### src/rtl/prog_loader_pkg.sv
// Shared definitions for the boot-image loader: word width, default magic and FSM encoding.
package prog_loader_pkg;

  localparam int unsigned WORD_W = 32;
  localparam logic [WORD_W-1:0] MAGIC_DEFAULT = 32'hC0DE_0001;

  typedef enum logic [2:0] {
    IDLE = 3'd0,
    HDR  = 3'd1,
    LEN  = 3'd2,
    DATA = 3'd3,
    SUM  = 3'd4,
    RUN  = 3'd5,
    ERR  = 3'd6
  } state_t;

endpackage

### src/rtl/prog_loader_if.sv
// Image stream in and instruction-memory write port out, bundled for the loader.
interface prog_loader_if #(
  parameter int unsigned ADDR_W = 10
);
  import prog_loader_pkg::*;

  logic              in_valid;
  logic [WORD_W-1:0] in_data;
  logic              in_ready;
  logic              imem_wen;
  logic [ADDR_W-1:0] imem_waddr;
  logic [WORD_W-1:0] imem_wdata;

  modport master (
    output in_valid, in_data,
    input  in_ready, imem_wen, imem_waddr, imem_wdata
  );

  modport slave (
    input  in_valid, in_data,
    output in_ready, imem_wen, imem_waddr, imem_wdata
  );

endinterface

### src/rtl/prog_loader_csum.sv
// Running modulo-2^32 sum of the image payload words.
module prog_loader_csum
  import prog_loader_pkg::*;
(
  input  logic              clk,
  input  logic              rst_n,
  input  logic              clr,
  input  logic              add_en,
  input  logic [WORD_W-1:0] data,
  output logic [WORD_W-1:0] sum
);

  // Carry out of bit 31 is dropped by the fixed-width add.
  always_ff @(posedge clk or negedge rst_n) begin
    if (!rst_n) begin
      sum <= '0;
    end else if (clr) begin
      sum <= '0;
    end else if (add_en) begin
      sum <= sum + data;
    end
  end

endmodule

### src/rtl/prog_loader.sv
// Verifies a streamed boot image (magic, length, payload, checksum), writes the payload
// into instruction memory and releases the core only after a fully verified load.
module prog_loader
  import prog_loader_pkg::*;
#(
  parameter int unsigned       ADDR_W = 10,
  parameter logic [WORD_W-1:0] MAGIC  = MAGIC_DEFAULT
) (
  input  logic            clk,
  input  logic            rst_n,
  input  logic            start,
  prog_loader_if.slave    bus,
  output logic            cpu_run,
  output logic            error,
  output logic [ADDR_W:0] words_loaded
);

  localparam int unsigned       CNT_W    = ADDR_W + 1;
  localparam logic [WORD_W-1:0] CAPACITY = WORD_W'(64'd1 << ADDR_W);

  state_t            state;
  state_t            next_state;
  logic              accept_c;
  logic              len_bad_c;
  logic              len_ld_c;
  logic              data_wr_c;
  logic [CNT_W-1:0]  len;
  logic [CNT_W-1:0]  cnt;
  logic [WORD_W-1:0] sum;

  assign accept_c  = bus.in_valid & bus.in_ready;
  assign len_bad_c = (bus.in_data == '0) || (bus.in_data > CAPACITY);

  always_ff @(posedge clk or negedge rst_n) begin
    if (!rst_n) begin
      state <= IDLE;
    end else begin
      state <= next_state;
    end
  end

  always_comb begin
    next_state = state;
    len_ld_c   = 1'b0;
    data_wr_c  = 1'b0;
    case (state)
      IDLE: if (start) next_state = HDR;
      HDR:  if (accept_c) next_state = (bus.in_data == MAGIC) ? LEN : ERR;
      LEN: begin
        if (accept_c) begin
          if (len_bad_c) begin
            next_state = ERR;
          end else begin
            next_state = DATA;
            len_ld_c   = 1'b1;
          end
        end
      end
      DATA: begin
        if (accept_c) begin
          data_wr_c = 1'b1;
          if ((cnt + CNT_W'(1)) == len) next_state = SUM;
        end
      end
      SUM:      if (accept_c) next_state = (bus.in_data == sum) ? RUN : ERR;
      RUN, ERR: if (start) next_state = HDR;
      default:  next_state = IDLE;
    endcase
  end

  // Status and handshake outputs are registered from the next state so they track it exactly.
  always_ff @(posedge clk or negedge rst_n) begin
    if (!rst_n) begin
      bus.in_ready    <= 1'b0;
      bus.imem_wen    <= 1'b0;
      bus.imem_waddr  <= '0;
      bus.imem_wdata  <= '0;
      cpu_run         <= 1'b0;
      error           <= 1'b0;
      words_loaded    <= '0;
      len             <= '0;
      cnt             <= '0;
    end else begin
      bus.in_ready <= (next_state == HDR) || (next_state == LEN) ||
                      (next_state == DATA) || (next_state == SUM);
      bus.imem_wen <= data_wr_c;
      cpu_run      <= (next_state == RUN);
      error        <= (next_state == ERR);

      if (len_ld_c) begin
        len <= CNT_W'(bus.in_data);
        cnt <= '0;
      end else if (data_wr_c) begin
        cnt <= cnt + CNT_W'(1);
      end

      if (data_wr_c) begin
        bus.imem_waddr <= cnt[ADDR_W-1:0];
        bus.imem_wdata <= bus.in_data;
        words_loaded   <= words_loaded + CNT_W'(1);
      end else if ((state == HDR) && (next_state == LEN)) begin
        words_loaded <= '0;
      end
    end
  end

  prog_loader_csum u_csum (
    .clk    (clk),
    .rst_n  (rst_n),
    .clr    (len_ld_c),
    .add_en (data_wr_c),
    .data   (bus.in_data),
    .sum    (sum)
  );

endmodule

### src/flat_wrapper.sv
// flat-port wrapper written by rule: the top's interface ports become plain ports
module prog_loader_flat import prog_loader_pkg::*;
#(
  parameter int unsigned       ADDR_W = 10,
  parameter logic [WORD_W-1:0] MAGIC  = MAGIC_DEFAULT
)
  (clk, rst_n, start, cpu_run, error, words_loaded, bus_in_valid, bus_in_data, bus_in_ready, bus_imem_wen, bus_imem_waddr, bus_imem_wdata);
  prog_loader_if #(.ADDR_W(ADDR_W)) bus_i ();
  input  logic clk;
  input  logic rst_n;
  input  logic start;
  output logic cpu_run;
  output logic error;
  output logic [ADDR_W:0] words_loaded;
  input wire logic [$bits(bus_i.in_valid)-1:0] bus_in_valid;
  input wire logic [$bits(bus_i.in_data)-1:0] bus_in_data;
  output wire logic [$bits(bus_i.in_ready)-1:0] bus_in_ready;
  output wire logic [$bits(bus_i.imem_wen)-1:0] bus_imem_wen;
  output wire logic [$bits(bus_i.imem_waddr)-1:0] bus_imem_waddr;
  output wire logic [$bits(bus_i.imem_wdata)-1:0] bus_imem_wdata;
  assign bus_i.in_valid = bus_in_valid;
  assign bus_i.in_data = bus_in_data;
  assign bus_in_ready = bus_i.in_ready;
  assign bus_imem_wen = bus_i.imem_wen;
  assign bus_imem_waddr = bus_i.imem_waddr;
  assign bus_imem_wdata = bus_i.imem_wdata;
  prog_loader #(.ADDR_W(ADDR_W), .MAGIC(MAGIC)) u_core (.clk(clk), .rst_n(rst_n), .start(start), .bus(bus_i), .cpu_run(cpu_run), .error(error), .words_loaded(words_loaded));
endmodule
### config.mk
export PLATFORM = sky130hd
export DESIGN_NAME = prog_loader_flat
export DESIGN_NICKNAME = d
export VERILOG_FILES = /design/src/rtl/prog_loader_pkg.sv /design/src/rtl/prog_loader_if.sv /design/src/rtl/prog_loader_csum.sv /design/src/rtl/prog_loader.sv /design/src/flat_wrapper.sv
export SDC_FILE = /design/constraint.sdc
export NUM_CORES = 1
export LEC_CHECK = 0
export ABC_CLOCK_PERIOD_IN_PS = 3400
export CAP_MARGIN = 20
export CORE_ASPECT_RATIO = 2
export CORE_UTILIZATION = 57
export CTS_BUF_LIST = sky130_fd_sc_hd__clkbuf_8
export DETAILED_ROUTE_END_ITERATION = 10
export PLACE_DENSITY_LB_ADDON = 0.1
export SLEW_MARGIN = 20
export SYNTH_ARGS = -nofsm -noshare
export SYNTH_HDL_FRONTEND = slang
export SYNTH_SLANG_ARGS = --single-unit
### constraint.sdc
create_clock -name clk -period 3.4 [get_ports clk]
set_clock_uncertainty 0.1 [all_clocks]
set_input_delay 0.51 -clock clk [delete_from_list [all_inputs] [get_ports clk]]
set_output_delay 0.51 -clock clk [all_outputs]
set_load 0.02 [all_outputs]
# Word-level counts from Yosys, hierarchy flattened

Cells that the tools add are included.

Bits in registers: 114
Word-level logic and storage cells: 62
Output and inout port bits: 57

Bitwise gates (word level): 1
Mux-type cells: 21
Equality and inequality tests: 15
$add $sub $neg: 3
Magnitude comparators: 1
Reduce and logical (&&, ||, !) cells: 10

Operator list:

| cell                                                            | number |
|---|---|
| two-way mux 32 bit                                              | 2 |
| two-way mux 11 bit                                              | 4 |
| adder 32 bit                                                    | 1 |
| equality test 32 bit                                            | 1 |
| equality test 32 bit, second input constant                     | 1 |
| greater-than comparator 32 x 11 -> 1 bit, second input constant | 1 |
| zero test 32 bit                                                | 1 |
| two-way mux 3 bit                                               | 8 |
| adder 11 x 1 -> 11 bit, second input constant                   | 2 |
| equality test 3 bit, second input constant                      | 6 |
| one-hot mux 3 bit (5 select lines)                              | 1 |
| equality test 3 x 2 -> 1 bit, second input constant             | 4 |
| equality test 11 bit                                            | 1 |
| equality test 3 x 1 -> 1 bit, second input constant             | 2 |
| two-way mux 1 bit                                               | 5 |
| logical OR 1 bit                                                | 4 |
| nonzero test 2 bit                                              | 2 |
| zero test 3 bit                                                 | 1 |
| OR reduction 3 bit                                              | 1 |
| two-way mux 2 bit                                               | 1 |
| bitwise AND 1 bit                                               | 1 |
| logical AND 1 bit                                               | 1 |

# Longest topological paths before layout

Depth after elaboration: 9
Mapped depth: 12

# Hierarchy

From an unflattened synthesis, not the netlist that was laid out.

Cells, all modules: 812
Area total of the unflattened synthesis: 7,131.8 µm²

By module, submodules not included:

| module           | area an instance (µm²) | cells each | sequential area each (µm²) | times used |
|---|---|---|---|---|
| prog_loader      | 4,182.8                | 466        | 2,052.0                    | 1 |
| prog_loader_csum | 2,949.1                | 346        | 800.8                      | 1 |

# Least setup slack after synthesis

Ideal clock, no wire load.

Kind: in2reg
Start point: input port bus_in_data[18]
End point: register u_core.u_csum.sum[31]
Required time: 3,174 ps
Arrival time: 2,803 ps
Cell stages on the path: 11
Path slack: 371 ps
Path through: ha_1 buf_2 a211oi_2 o211ai_1 a221o_1 a22o_1 a21oi_2 a211oi_1 a211o_1 mux2_1 a221o_1

Longest elaborated chain between the ends: 6
Elaborated cells on any way between the ends: 10
Classes of those cells: add/sub (1); order compare (1); mux (5); reduce/logical (3)

RTL lines:

| element                                                                             | RTL line               | source |
|---|---|---|
| start, declared                                                                     | flat_wrapper.sv:16     | `input wire logic [$bits(bus_i.in_data)-1:0] bus_in_data;` |
| greater-than comparator 32 x 11 -> 1 bit / zero test 32 bit (equally long branches) | prog_loader.sv:32      | `assign len_bad_c = (bus.in_data == '0) \|\| (bus.in_data > CAPACITY);` |
| logical OR 1 bit                                                                    | prog_loader.sv:32      |  |
| two-way mux 1 bit                                                                   | prog_loader.sv:51      | `if (len_bad_c) begin` |
| two-way mux 1 bit                                                                   | prog_loader.sv:50      | `if (accept_c) begin` |
| two-way mux 1 bit                                                                   | prog_loader.sv:46      | `case (state)` |
| two-way mux 32 bit / nonzero test 2 bit (equally long branches)                     | -                      |  |
| end signal, assigned                                                                | prog_loader_csum.sv:20 | `sum <= sum + data;` |
| end, declared                                                                       | prog_loader_csum.sv:10 | `output logic [WORD_W-1:0] sum` |

Parallel ways exist; a longest one is shown, timed or not. The select of a mux whose other input is x is not followed.
A chain may end at the register's enable or synchronous reset.

# Worst setup path after layout

Start point: input port bus_in_data[14]
End point: register u_core.u_csum.sum[31]

The elaborated chain is that of the path after synthesis.

==> results.yml <==
power:
  combPwrFrac_pct: 50.1
  p_sw_uw: 2910
  p_leak_uw: 0.00421
  p_clk_share_pct: 21.2
  pwr-share-seq_pct: 28.7
  vdd_drop_max_mv: 0.525
  switching_share_pct: 38.9
  finalPower_uw: 7460
  power_density_nw_per_um2: 846
  intPower_uw: 4560
logic_synthesis:
  syn_area_per_cell_um2: 8.78
  synth_cell_types: 66
  ys_seq_elements: 114
  yosys.area.top_type: "dfrtp_1"
  synth_warnings: 0
  synth_edf_count: 0
  yosysSeqAreaShare_pct: 42.7
  mappedNetlistArea_um2: 6690
  synth_largest_type_area_fraction_pct: 42.7
  syn_inst: 762
  synth-async-reset-ratio_pct: 100
  synth_nets: 832
  synthTopCellsByArea: "dfrtp_1 43%, nand2_1 11%, ha_1 6.2%"
  synthFlopType: "dfrtp_1"
clock_tree:
  clk-insertion-delay-late_ns: 0.45
  cts_htree_levels: 4
  cts-resized-gates: 0
  cts-buffers-inserted: 17
  hold_buffers: 0
  postCtsSetupBuffers: 0
  cts.sinks: 114
  clock_tree.buffer_depth: 2
  root_buffer: "clkbuf_8"
  clk_pin_slew_worst_paths_ns: 0.07
  tritoncts: "yes"
finish:
  nFillCells: 826
  fin_area_um2: 8820
  insertedDiodeCount: 0
  nets: 992
  syn2layout_area_growth_pct: 31.8
  drive_gt1_share_pct: 15.5
hold_path:
  hold_class: "in -> async"
critical_path:
  crit_fanout: 3
  startpoint_type: "input pin"
  end_kind: "flip-flop"
  crit_type: "in -> reg"
  crit_arrival_ns: 3.44
  required_ns: 3.63
timing:
  hold_violations: 0
  fin_tns_setup_ns: 0
  relSlewSlack_pct: 51.6
  fmax_ghz: 0.312
  tightest_slew_ns: 0.726
  fin_crit_sh_pct: 94.3
  setup_viol: 0
  rsz0062_at_grt: "false"
  drv_slew: 0
  hold_ws_ns: 0.00673
  period_minus_slack_ns: 3.21
floorplanning:
  fp-row-count: 55
  initial_core_util_pct: 58.9
  dieArea_um2: 12200
  die_w_um: 78.6
  die_y_um: 155
  io_pins: 93
  core_um2: 11400
run_status:
  outcome: "completed"
drt:
  drt_iter0_drc: 353
  ant_nets: 0
  viasPerCell: 6.02
  vias: 6483
  post_drt_wl_per_cell_um: 18.3
  route.detailed.drc: 0
  routed_wl_um: 19700
  dr.pass1.iters: 5
placement:
  place_hpwl_um: 14700
  portBuffers: 92
  gp_congestion: 0.960
  placed_cell_area_um2: 8320
global_route:
  grt_pass1_vias: 6553
  antenna_found_initial: 0
  grt_first_pass_wirelength_um: 31700
  overflow: 0
  grt_max_degree: 59
  grtUsageTotal_pct: 34.1
run:
  max-cap-violations: 0
[power groups by stage]
stage          Combinational [µW]  Clock, µW  Sequential (µW)
2_1_floorplan                2060          0             2310
3_3_place_gp                 3600          0             2120
3_5_place_dp                 3700          0             2150
4_1_cts                      3730       1590             2130
5_1_grt                      4090       1650             2180
6_report                     3740       1580             2140
[stage by stage]
| stage | std cells | setup WS, ns | utilization [%] |
|---|---|---|---|
| finish | 1077 | 0.194 | 77.7 |
| floorplan | 762 | 0.371 | - |
| global placement | 1045 | -0.128 | 73.3 |
| global route | 1077 | 0.101 | 77.7 |
| CTS | 1077 | 0.243 | 77.7 |
| detailed placement | 1045 | -0.225 | 73.3 |
[flip-flops by register name, summed over array words and instances, names as in the netlist]
signal and count:
u_core.bus.imem_waddr 10, u_core.bus.imem_wdata 32, u_core.bus.imem_wen 1, u_core.bus.in_ready 1
u_core.cnt 11, u_core.cpu_run 1, u_core.error 1, u_core.len 11
u_core.state 3, u_core.u_csum.sum 32, u_core.words_loaded 11
[synthesized netlist by cell type (all sizes together) (3+ instances only)]
cell type    n
a211o        3
a211oi       6
a21o        17
a21oi       27
a22o         3
a31oi       11
and2         4
and3        13
buf         18
clkbuf      21
dfrtp      114
ha          33
inv         10
mux2        12
mux2i        4
nand2      197
nand2b       7
nand3       12
nand3b       5
nand4        9
nor2        37
nor2b        5
nor3        12
nor3b        4
nor4        16
o211ai       7
o21a         5
o21ai       44
o22ai       27
o31ai        4
o41ai        3
or3          4
xnor2       23
xor2        17
[final timing paths]
check / cells past startpoint / start / slack (ns) / endpoint
setup / recovery: 11 / bus_in_data[14] / 0.19 / u_core.u_csum.sum[31]
hold / removal: 1 / rst_n / 0.007 / u_core.bus.imem_wdata[6]
setup reg to reg: 10 / u_core.cnt[0] / 0.31 / u_core.bus.in_ready
hold reg to reg: 2 / u_core.bus.imem_wdata[14] / 0.38 / u_core.bus.imem_wdata[14]
max in group asynchronous: 2 / rst_n / 2.30 / u_core.u_csum.sum[8]
min in group clk: 2 / u_core.bus.imem_wdata[14] / 0.38 / u_core.bus.imem_wdata[14]
[placed cells by master (no fill, tap or decap), types with 6 or more instances in the layout]
master,Yosys,layout
nand2_1,197,197
dfrtp_1,114,114
clkdlybuf4s50_1,0,91
buf_4,2,87
o21ai_0,44,44
nor2_1,36,36
ha_1,33,33
o22ai_1,27,27
a21oi_1,26,26
xnor2_1,23,23
clkbuf_8,0,19
xor2_1,17,17
a21o_1,17,17
nor4_1,16,16
and3_1,13,13
a31oi_1,11,11
mux2_2,11,11
inv_1,9,10
nand3_1,11,10
nor3_1,11,10
nand4_1,9,9
nand2b_1,7,7
o211ai_1,7,7
bufinv_16,0,6
[kinds of logic (layout without fill, tap and decap cells)]
kind of cell | Yosys count | in the layout | synth area share (%)
compound gates | 177 | 177 | 17.6
xor+xnor | 40 | 40 | 5.24
fa+ha+maj | 34 | 34 | 6.47
buf+inv | 49 | 222 | 2.99
flops | 114 | 114 | 42.7
mux | 16 | 16 | 2.62
simple gates | 332 | 332 | 22.5
[per-layer routing]
layer	track usage (%)	wire, µm	vias to the layer above	part of all wire (%)
met1	34.5	6970	3146	35
met4	22.7	1210	0	6.2
met2	62.7	10800	220	55
met3	5.04	669	81	3.4
li1	-	-	3036	-
met5	0	0	-	0
[critical path, cell delays in order]
cell             delay [ns]
clkdlybuf4s50_1        0.51
ha_1                   0.36
a21oi_1                0.20
o211ai_1               0.14
a221o_1                0.35
a22o_1                 0.25
a21oi_2                0.13
a211oi_1               0.10
a211o_1                0.30
mux2_1                 0.32
a221o_1                0.26
[cell type report]
cell class / instances / area (µm²) / share of cell area [%]
Clock buffer: 19 / 262 / 2.97
Clock inverter: 13 / 231 / 2.63
Inverter: 10 / 37.5 / 0.426
Multi-Input combinational cell: 599 / 3650 / 41.4
Sequential cell: 114 / 2850 / 32.4
Tap cell: 142 / 178 / 2.02
Timing Repair Buffer: 180 / 1600 / 18.2
Power figures use the tool's default switching activity.
